<file path="src/rtl/sync_fifo_mc_pkg.sv">
// sync_fifo_mc_pkg: shared count type and count_o slice offset helper
package sync_fifo_mc_pkg;
  localparam int DEF_SIZE = 4;
  typedef logic [$clog2(DEF_SIZE):0] count_t;
  function automatic int count_off(input int c, input int aw);
    return c * (aw + 1);
  endfunction
endpackage

</file>
<file path="src/rtl/sync_fifo_chan_ctrl.sv">
// sync_fifo_chan_ctrl: head/tail/count and status flags for one channel
module sync_fifo_chan_ctrl #(
  parameter int SIZE = 4,
  parameter int ALMOST_FULL_THRESHOLD = SIZE,
  parameter int ALMOST_EMPTY_THRESHOLD = 1,
  localparam int AW = $clog2(SIZE)
) (
  input  logic          clk,
  input  logic          rst_n,
  input  logic          flush,
  input  logic          enq,
  input  logic          deq,
  output logic [AW-1:0] head,
  output logic [AW-1:0] tail,
  output logic [AW:0]   count,
  output logic          full,
  output logic          almost_full,
  output logic          empty,
  output logic          almost_empty
);
  localparam logic [AW:0] FULL_C = (AW+1)'(SIZE);
  localparam logic [AW:0] AF_C = (AW+1)'(ALMOST_FULL_THRESHOLD);
  localparam logic [AW:0] AE_C = (AW+1)'(ALMOST_EMPTY_THRESHOLD);
  always_ff @(posedge clk or negedge rst_n) begin
    if (!rst_n) begin
      head  <= '0;
      tail  <= '0;
      count <= '0;
    end else if (flush) begin
      head  <= '0;
      tail  <= '0;
      count <= '0;
    end else begin
      if (enq) tail <= tail + 1'b1;
      if (deq) head <= head + 1'b1;
      if (enq && !deq) count <= count + 1'b1;
      else if (deq && !enq) count <= count - 1'b1;
    end
  end
  assign full = count == FULL_C;
  assign almost_full = count >= AF_C;
  assign empty = count == '0;
  assign almost_empty = count <= AE_C;
endmodule

</file>
<file path="src/rtl/sync_fifo_mc.sv">
// sync_fifo_mc: multi-channel FIFO sharing one storage array, with flush and sticky errors
module sync_fifo_mc
  import sync_fifo_mc_pkg::*;
#(
  parameter int WIDTH = 64,
  parameter int SIZE = 4,
  parameter int NUM_CHANNELS = 4,
  parameter int ALMOST_FULL_THRESHOLD = SIZE,
  parameter int ALMOST_EMPTY_THRESHOLD = 1,
  localparam int AW = $clog2(SIZE),
  localparam int CW = $clog2(NUM_CHANNELS)
) (
  input  logic                         clk,
  input  logic                         rst_n,
  input  logic [NUM_CHANNELS-1:0]      flush_en,
  input  logic                         enqueue_en,
  input  logic [CW-1:0]                enqueue_chan,
  input  logic [WIDTH-1:0]             value_i,
  input  logic                         dequeue_en,
  input  logic [CW-1:0]                dequeue_chan,
  output logic [WIDTH-1:0]             value_o,
  output logic [NUM_CHANNELS-1:0]      full,
  output logic [NUM_CHANNELS-1:0]      almost_full,
  output logic [NUM_CHANNELS-1:0]      empty,
  output logic [NUM_CHANNELS-1:0]      almost_empty,
  output logic [NUM_CHANNELS*(AW+1)-1:0] count_o,
  input  logic                         err_clr,
  output logic                         overflow_err,
  output logic                         underflow_err
);
  logic [WIDTH-1:0] mem [NUM_CHANNELS*SIZE];
  logic [AW-1:0] head [NUM_CHANNELS];
  logic [AW-1:0] tail [NUM_CHANNELS];
  logic enq_live, deq_live, enq_ok, deq_ok;
  assign enq_live = enqueue_en && !flush_en[enqueue_chan];
  assign deq_live = dequeue_en && !flush_en[dequeue_chan];
  assign deq_ok = deq_live && !empty[dequeue_chan];
  assign enq_ok = enq_live && (!full[enqueue_chan] || (dequeue_en && dequeue_chan == enqueue_chan));
  genvar c;
  generate
    for (c = 0; c < NUM_CHANNELS; c++) begin : g_ch
      logic [AW:0] cnt;
      sync_fifo_chan_ctrl #(
        .SIZE(SIZE),
        .ALMOST_FULL_THRESHOLD(ALMOST_FULL_THRESHOLD),
        .ALMOST_EMPTY_THRESHOLD(ALMOST_EMPTY_THRESHOLD)
      ) u_ctrl (
        .clk(clk),
        .rst_n(rst_n),
        .flush(flush_en[c]),
        .enq(enq_ok && enqueue_chan == CW'(c)),
        .deq(deq_ok && dequeue_chan == CW'(c)),
        .head(head[c]),
        .tail(tail[c]),
        .count(cnt),
        .full(full[c]),
        .almost_full(almost_full[c]),
        .empty(empty[c]),
        .almost_empty(almost_empty[c])
      );
      assign count_o[count_off(c, AW) +: AW+1] = cnt;
    end
  endgenerate
  always_ff @(posedge clk) begin
    if (enq_ok) mem[{enqueue_chan, tail[enqueue_chan]}] <= value_i;
  end
  assign value_o = mem[{dequeue_chan, head[dequeue_chan]}];
  always_ff @(posedge clk or negedge rst_n) begin
    if (!rst_n) begin
      overflow_err  <= 1'b0;
      underflow_err <= 1'b0;
    end else begin
      overflow_err  <= (enq_live && !enq_ok) || (overflow_err && !err_clr);
      underflow_err <= (deq_live && !deq_ok) || (underflow_err && !err_clr);
    end
  end
endmodule

</file>
<file path="config.mk">
export PLATFORM = sky130hd
export DESIGN_NAME = sync_fifo_mc
export DESIGN_NICKNAME = d
export VERILOG_FILES = /design/src/rtl/sync_fifo_mc_pkg.sv /design/src/rtl/sync_fifo_chan_ctrl.sv /design/src/rtl/sync_fifo_mc.sv
export SDC_FILE = /design/constraint.sdc
export NUM_CORES = 1
export LEC_CHECK = 0
export CAP_MARGIN = 20
export CORE_ASPECT_RATIO = 0.5
export CORE_UTILIZATION = 40
export DETAILED_ROUTE_END_ITERATION = 10
export GPL_TIMING_DRIVEN = 0
export SLEW_MARGIN = 20
export SYNTH_ARGS = -nofsm -noshare
export SYNTH_HDL_FRONTEND = slang
export SYNTH_HIERARCHICAL = 1
export SYNTH_SLANG_ARGS = --single-unit
</file>
<file path="constraint.sdc">
create_clock -name clk -period 7.3 [get_ports clk]
set_input_delay 1.095 -clock clk [delete_from_list [all_inputs] [get_ports clk]]
set_output_delay 1.095 -clock clk [all_outputs]
set_load 0.1 [all_outputs]
</file>
# After elaboration in Yosys (flattened, before gate mapping)
# Memory sizes are Yosys's and may differ from the RTL's.
# Cells that the tools add are included.
[op_classes]
add_sub_neg = 16
n_lt_le_gt_ge = 12
eq_ne = 11
n_mux = 44
bitwise = 2
reduce_logical = 61
[ops]
columns = ["operator", "count"]
rows = [
  ["2-bit two-way mux", 20],
  ["3-bit two-way mux", 12],
  ["1-bit logical AND", 25],
  ["3-bit >= comparator, second input constant", 6],
  ["2-bit by 1-bit adder with 2-bit output, second input constant", 8],
  ["2-bit nonzero test", 8],
  ["1-bit logical NOT", 15],
  ["3-bit by 1-bit adder with 3-bit output, second input constant", 4],
  ["3-bit equality test, second input constant", 4],
  ["3-bit by 1-bit <= comparator with 1-bit output, second input constant", 4],
  ["3-bit logical NOT", 4],
  ["3-bit nonzero test", 4],
  ["3-bit by 1-bit subtractor with 3-bit output, second input constant", 4],
  ["1-bit binary-select mux with 2-bit select", 4],
  ["2-bit binary-select mux with 2-bit select", 2],
  ["2-bit equality test, second input constant", 4],
  ["2-bit by 3-bit < comparator with 1-bit output, second input constant", 2],
  ["1-bit two-way mux", 6],
  ["2-bit NOT with 3-bit output", 2],
  ["2-bit by 1-bit equality test with 1-bit output, second input constant", 2],
  ["2-bit logical NOT", 2],
  ["1-bit logical OR", 3],
  ["2-bit equality test", 1],
]
[totals]
regBits = 30
mem_bits_rw = 1024
in_bits = 77
out_inout_bits = 94
word_cells = 161
mem_count = 1
[mem_list]
columns = ["memory", "words", "width", "read_ports", "rd_clocked_by_memory_dff", "wr", "line_no", "source"]
rows = [
  ["mem", 16, 64, 1, 0, 1, "sync_fifo_mc.sv:31", "logic [WIDTH-1:0] mem [NUM_CHANNELS*SIZE];"],
]

# Logic depth before layout (Yosys ltp)
# Gate-level depths: netlist of run 1.
[logic_depth]
word_depth = 12
mapped_depth = 11

# Hierarchy
# Netlist of run 1, hierarchy kept.
[by_module_without_submodules]
columns = ["module", "instances", "cells_each", "area_per_inst_um2", "seq_area_each_um2"]
rows = [
  ["sync_fifo_mc", 1, 1884, 40545.1, 30799.5],
  ["sync_fifo_chan_ctrl", 4, 39, 392.9, 175.2],
]

# Least setup slack after synthesis of run 1
# OpenSTA, ideal clock, no wires.
[synth_path]
kind = "register to register"
from = "register g_ch[3].u_ctrl.count[0]"
to = "memory mem[7][0] (enable)"
t_arrival_ps = 5857
slack_ps = 949
path_stages_with_launch = 8
period_less_slack_ps = 6351
cell_sequence = "dfrtp_1 -> inv_1 -> ha_1 -> and2_1 -> mux4_2 -> o31ai_1 -> and4b_1 -> nor2b_1"
[synth_between]
elab_chain_len = 8
[synth_rtl]
columns = ["item", "line_no", "source"]
rows = [
  ["start, declared", "sync_fifo_chan_ctrl.sv:15", "output logic [AW:0] count,"],
  ["start signal, assigned", "sync_fifo_chan_ctrl.sv:36", "if (enq && !deq) count <= count + 1'b1;"],
  ["start signal, assigned", "sync_fifo_chan_ctrl.sv:37", "else if (deq && !enq) count <= count - 1'b1;"],
  ["3-bit equality test", "sync_fifo_chan_ctrl.sv:40", "assign full = count == FULL_C;"],
  ["net full[3]", "sync_fifo_mc.sv:22", "output logic [NUM_CHANNELS-1:0] full,"],
  ["1-bit binary-select mux with 2-bit select", "sync_fifo_mc.sv:38", "assign enq_ok = enq_live && (!full[enqueue_chan] || (dequeue_en && dequeue_chan == enqueue_chan));"],
  ["1-bit two-way mux (implied by the code)", "sync_fifo_mc.sv:38", ""],
  ["1-bit logical NOT", "sync_fifo_mc.sv:38", ""],
  ["1-bit logical OR", "sync_fifo_mc.sv:38", ""],
  ["1-bit logical AND", "sync_fifo_mc.sv:38", ""],
  ["1-bit two-way mux", "sync_fifo_mc.sv:65", "if (enq_ok) mem[{enqueue_chan, tail[enqueue_chan]}] <= value_i;"],
  ["1-bit two-way mux (implied by the code)", "sync_fifo_mc.sv:65", ""],
  ["end, declared", "sync_fifo_mc.sv:31", ""],
]
# The timed path passes the listed nets, and every way through them passes these cells. The select of a mux whose other input is x is not followed.

# Worst setup path in the final report of run 1
[layout_path]
from = "input dequeue_chan[1]"
to = "output value_o[7]"
[layout_between]
elab_chain_len = 5
[layout_rtl]
columns = ["item", "line_no", "source"]
rows = [
  ["start, declared", "sync_fifo_mc.sv:20", "input logic [CW-1:0] dequeue_chan,"],
  ["2-bit NOT with 3-bit output (implied by the code)", "sync_fifo_mc.sv:67", "assign value_o = mem[{dequeue_chan, head[dequeue_chan]}];"],
  ["2-bit binary-select mux with 2-bit select", "sync_fifo_mc.sv:67", ""],
  ["2-bit two-way mux (implied by the code) (2 in a row)", "sync_fifo_mc.sv:67", ""],
  ["memory 16 x 64 bit *", "-", ""],
  ["end, declared", "sync_fifo_mc.sv:21", "output logic [WIDTH-1:0] value_o,"],
]
# Every way passes the cells marked *; elsewhere a longest branch is shown, timed or not. The select of a mux whose other input is x is not followed.

==> results of run 1 <==
## flip-flops by register name, summed over array words and instances (netlist names)
signal and count:
overflow_err 1, g_ch.u_ctrl/tail 8, g_ch.u_ctrl/count 12, underflow_err 1, mem 1024, g_ch.u_ctrl/head 8
## placed cells by master, fill, tap and decap left out, drive strengths merged, types with 9 or more instances in the layout
cell type / synthesis / final
nor2: 37 / 37
clkbuf: 33 / 157
dfrtp: 30 / 30
nor2b: 9 / 9
edfxtp: 1024 / 1024
clkdlybuf4s50: 0 / 166
xnor2: 12 / 12
and2: 11 / 11
xor2: 14 / 14
nand2: 9 / 9
mux2i: 588 / 588
clkinv: 0 / 51
ha: 20 / 20
mux4: 134 / 134
buf: 67 / 114
inv: 18 / 18
## kinds of logic after synthesis
family,synth area share [%]
DFF,74.8
muxes,21.2
buffers and inverters,1.69
and+or+nand+nor,0.995
xor gates and xnor gates,0.541
adders and majority gates,0.594
AOI/OAI and AO/OA,0.220
## metrics by stage
step / instance area, sq um / hold WS, ns
global route: 49900 / 0.523
floorplan: 42100 / 0.499
CTS: 49900 / 0.478
global placement: 45500 / 0.523
finish: 49900 / 0.487
detailed placement: 46800 / 0.521
## power groups by stage
| stage | Clock, mW | Combinational (mW) | Sequential, mW |
|---|---|---|---|
| finish | 4.91 | 0.825 | 6.70 |
| global route | 5.22 | 0.864 | 6.70 |
| CTS | 5.00 | 0.834 | 6.70 |
| detailed placement | 0 | 0.832 | 6.83 |
| global placement | 0 | 0.806 | 6.84 |
| floorplan | 0 | 0.488 | 6.87 |
## final cells by class
class,instances,area share (%)
multi-input cells,868,20.0
inverters,18,0.135
flip-flops and latches,1054,63.2
plain buffers,100,1.32
repair buffers,218,5.75
clock inverters,59,0.845
well taps,1402,3.52
clock buffers,119,5.25
## worst max-delay path: cells and delay by family
kind                   cells  cell delay (ns)
muxes                      4             1.21
buffers and inverters      5             3.68
## worst max-delay path by stage
| stage | startpoint | endpoint | slack (ns) | cells past startpoint |
|---|---|---|---|---|
| 6_report | dequeue_chan[1] | value_o[7] | 0.21 | 9 |
| 2_1_floorplan | g_ch[3].u_ctrl/count[0]$_DFFE_PN0P_ | mem[7][0]$_DFFE_PP_ | 0.95 | 7 |
| 3_3_place_gp | dequeue_chan[1] | mem[7][38]$_DFFE_PP_ | -3.26 | 6 |
| 3_5_place_dp | dequeue_chan[1] | value_o[7] | 0.13 | 9 |
| 5_1_grt | dequeue_chan[1] | value_o[7] | 0.04 | 9 |
| 4_1_cts | dequeue_chan[1] | value_o[7] | 0.12 | 9 |
## layer usage
metal	global-route usage [%]	part of all wire (%)
met5	0	0
met4	4.36	1.8
met3	2.78	5.1
met2	29.8	48
met1	26.2	45
==> impl_metrics.tcl, run 1 <==
set metrics [dict create \
    syn_nets 2137 \
    crit_slowest_cell "clkdlybuf4s50_1" \
    io_pins 171 \
    pre_cts_slack_ns 0.128 \
    rr_worst_depth 10 \
    fill_cells 8437 \
    seqPwrFrac_pct 53.9 \
    clkTransAtPathRegs_ns 0.07 \
    dpl.cell_count 3659 \
    tightest_slew_ns 1.12 \
    cts_resized 0 \
    finalSetupViolCount 0 \
    grt_pass1_vias 20200 \
    fin_util_pct 48.2 \
    powerDensity_nw_per_um2 249 \
    crit_required_ns 6.20 \
    cap_violations 0 \
    h-tree-depth 3 \
    clk_path_buf_depth 3 \
    cts_tree "built" \
    synth_edf_count 1024 \
    finalSetupTns_ns 0 \
    hp-class "in2async" \
    combPwrFrac_pct 6.6 \
    period_share_pct 97.2 \
    synth_area_leaders "edfxtp_1 (73%), mux2i_1 (14%), mux4_2 (7.2%)" \
    grt_antenna_before_repair 2 \
    synth_area_sq_um 42100 \
    synth_top_cell_by_area "edfxtp_1" \
    synth_cell_type_count 34 \
    rows 83 \
    r2r_slack_ns 3.53 \
    synth-seq-cells 1054 \
    wl_per_cell_microns 25.5 \
    pwr-share-clk_pct 39.5 \
    fin_ws_ns 0.207 \
    cts-root-buf "clkbuf_16" \
    grt_pass1_wl_mm 140 \
    status "finished clean" \
    wl_mm 97.7 \
    synth_top_area_share_pct 73.0 \
    clk_latency_ns 0.66 \
    critPathKind "in2out" \
    core_area_sq_um 103000 \
    ant_nets 0 \
    cts_made_buffers 97 \
    n_antenna_cell 0 \
    crit_chain "clkdlybuf4s50_1 -> buf_2 -> mux2i_1 -> mux2_2 -> clkbuf_1 -> clkbuf_1 -> mux4_2 -> mux2i_1 -> clkdlybuf4s50_1" \
    grt_usage_pct 18.4 \
    rsz0062_at_grt "no" \
    ys_async_sr_fraction_pct 2.85 \
    hpwl_mm 61.9 \
    die_y_microns 231 \
    drtIter0Drc 1771 \
    internal-power_mw 9.65 \
    ys.flop_type "edfxtp_1" \
    finClkSkew_ns 0.0162 \
    arrival_ns 6.00 \
    layout.cells.non_filler 3838 \
    post_cts_buffers 0 \
    cellLeakagePower_nw 15.3 \
    max_stage_delay_ns 1.22 \
    rr_endpoint "mem[13][37]$_DFFE_PP_" \
    slew_viol_final 0 \
    clock_sinks 1054 \
    ctsHoldBuffers 0 \
    fmax_mhz 141 \
    avgViaCountPerCell 5.22 \
    io_buffers 167 \
    total_power_mw 12.4 \
    layout-drive-gt1-share_pct 16.8 \
    hold_viol_final 0 \
    num_vias 20000 \
    drc_errors 0 \
    min_period_ns 7.09 \
    synthCells 2040 \
    grt_max_degree 37 \
    ys_seq_area_share_pct 74.8 \
    cp-end-kind "output pin" \
    grt_overflow_total 0 \
    cp_max_fo 10 \
    r2r_start "g_ch[2].u_ctrl/count[0]$_DFFE_PN0P_" \
    syn_area_per_cell_sq_um 20.6 \
    dr.pass1.iters 6 \
    worstSetupStartpointType "input pin" \
    vdd_ir_drop_max_uv 165 \
    gp_congestion 0.750 \
    p_switching_mw 2.79 \
    switching_share_pct 22.4 \
    area_delta_synth_final_pct 18.4 \
    die_area_sq_um 107000 \
    seqCellArea_sq_um 31500 \
    die_w_microns 461 \
    nets 2454 \
    maxSlewHeadroom_pct 25.3 \
    ys.warnings.count 6 \
    start_util_pct 40.7 \
    multi_input_area_sq_um 9990 \
    yosysMostFrequentCell "edfxtp_1" \
    synth_common_cells "edfxtp_1 (1,024), mux2i_1 (588), mux4_2 (134)" \
]
Power figures use the tool's default switching activity.
==> run 2: changes to the inputs <==
--- a/config.mk
+++ b/config.mk
@@ -10,6 +10,7 @@
 export CORE_UTILIZATION = 40
 export DETAILED_ROUTE_END_ITERATION = 10
 export GPL_TIMING_DRIVEN = 0
+export SETUP_SLACK_MARGIN = 0.5
 export SLEW_MARGIN = 20
 export SYNTH_ARGS = -nofsm -noshare
 export SYNTH_HDL_FRONTEND = slang
==> impl_metrics.tcl, run 2 (synthesized netlist as in run 1, its figures left out) <==
set metrics [dict create \
    wl_per_cell_microns 25.5 \
    dpl.cell_count 3659 \
    grt_antenna_before_repair 2 \
    avgViaCountPerCell 5.21 \
    core_area_sq_um 103000 \
    start_util_pct 40.7 \
    fin_area_sq_um 49800 \
    num_vias 20000 \
    cap_violations 0 \
    final_cell_mix "edfxtp_1 (1,024), mux2i_1 (588), mux4_2 (134)" \
    status "finished clean" \
    r2r_start "g_ch[2].u_ctrl/count[0]$_DFFE_PN0P_" \
    slew_viol_final 0 \
    maxSlewHeadroom_pct 26.0 \
    cp-end-kind "output pin" \
    hpwl_mm 61.9 \
    cts_made_buffers 97 \
    tightest_slew_ns 1.11 \
    finalSetupViolCount 0 \
    hold_ws_ns 0.488 \
    r2r_slack_ns 3.56 \
    vdd_ir_drop_max_uv 165 \
    drc_errors 0 \
    rows 83 \
    die_w_microns 461 \
    finalSetupTns_ns 0 \
    pre_cts_slack_ns 0.128 \
    clk_latency_ns 0.66 \
    grt_usage_pct 18.4 \
    grt_pass1_vias 20200 \
    crit_required_ns 6.20 \
    n_antenna_cell 0 \
    drtIter0Drc 1933 \
    die_area_sq_um 107000 \
    powerDensity_nw_per_um2 249 \
    fin_ws_ns 0.593 \
    total_power_mw 12.4 \
    worstSetupStartpointType "input pin" \
    h-tree-depth 3 \
    cts-root-buf "clkbuf_16" \
    layout-drive-gt1-share_pct 17.5 \
    io_pins 171 \
    nets 2454 \
    gp_congestion 0.750 \
    layout_commonest_cell "edfxtp_1" \
    grt_overflow_total 0 \
    clkTransAtPathRegs_ns 0.07 \
    arrival_ns 5.61 \
    hold_viol_final 0 \
    finClkSkew_ns 0.0154 \
    period_share_pct 91.9 \
    clock_sinks 1054 \
    place_area_sq_um 46800 \
    fin_util_pct 48.1 \
    layout.cells.non_filler 3838 \
    grt_max_degree 37 \
    cts_tree "built" \
    wl_mm 97.8 \
    clk_path_buf_depth 3 \
    rr_worst_depth 10 \
    grt_pass1_wl_mm 140 \
    fill_cells 8450 \
    rsz0062_at_grt "yes" \
    cellLeakagePower_nw 15.4 \
    min_period_ns 6.71 \
    ant_nets 0 \
    critPathKind "in2out" \
    area_delta_synth_final_pct 18.2 \
    largest_register_ffs 1024 \
    die_y_microns 231 \
    cp_max_fo 10 \
    fmax_mhz 149 \
    dr.pass1.iters 5 \
    hp-class "in2async" \
    rr_endpoint "mem[13][37]$_DFFE_PP_" \
    io_buffers 167 \
]
-- run 2: how the worst max path moves through the flow --
| stage | start | to | slack, ns |
|---|---|---|---|
| after floorplan | g_ch[3].u_ctrl/count[0]$_DFFE_PN0P_ | mem[7][0]$_DFFE_PP_ | 0.95 |
| after global placement | dequeue_chan[1] | mem[7][38]$_DFFE_PP_ | -3.26 |
| after detailed placement | dequeue_chan[1] | value_o[7] | 0.13 |
| after CTS | dequeue_chan[1] | value_o[7] | 0.44 |
| after global routing | dequeue_chan[1] | value_o[24] | 0.47 |
| final | dequeue_chan[1] | value_o[24] | 0.59 |
-- run 2: layout make-up --
cell class / count / area (sq um) / share of cell area (%)
Sequential cell: 1054 / 31500 / 63.3
Timing Repair Buffer: 218 / 2770 / 5.55
Tap cell: 1402 / 1750 / 3.52
Inverter: 18 / 67.6 / 0.136
Buffer: 100 / 677 / 1.36
Multi-Input combinational cell: 868 / 9990 / 20.1
Clock buffer: 119 / 2620 / 5.25
Clock inverter: 59 / 422 / 0.847
-- run 2: what timing repair did --
action | in CTS | in global routing
hold buffers | 0 | 0
gates resized for setup | 70 | 32
endpoints found under the setup margin | 63 | 16
buffers inserted | 0 | 0
-- run 2: critical path, cell delays in order --
cell             delay, ns
clkdlybuf4s50_1       0.54
buf_2                 0.44
mux2i_1               0.23
mux2_2                0.21
clkbuf_1              0.72
clkdlybuf4s15_1       0.79
mux4_2                0.42
mux2i_1               0.16
dlygate4sd2_1         0.98
-- run 2: per-layer routing --
layer	up-vias	GRT usage [%]	share of wire, %
met2	503	29.9	48
met1	10500	26.2	46
met5	-	0	0
li1	8886	-	-
met3	117	2.78	4.8
met4	0	4.35	1.7
-- run 2: power breakdown --
group	internal, mW	switching (mW)
logic	0.218	0.587
clock network	2.72	2.19
registers	6.69	0.0160
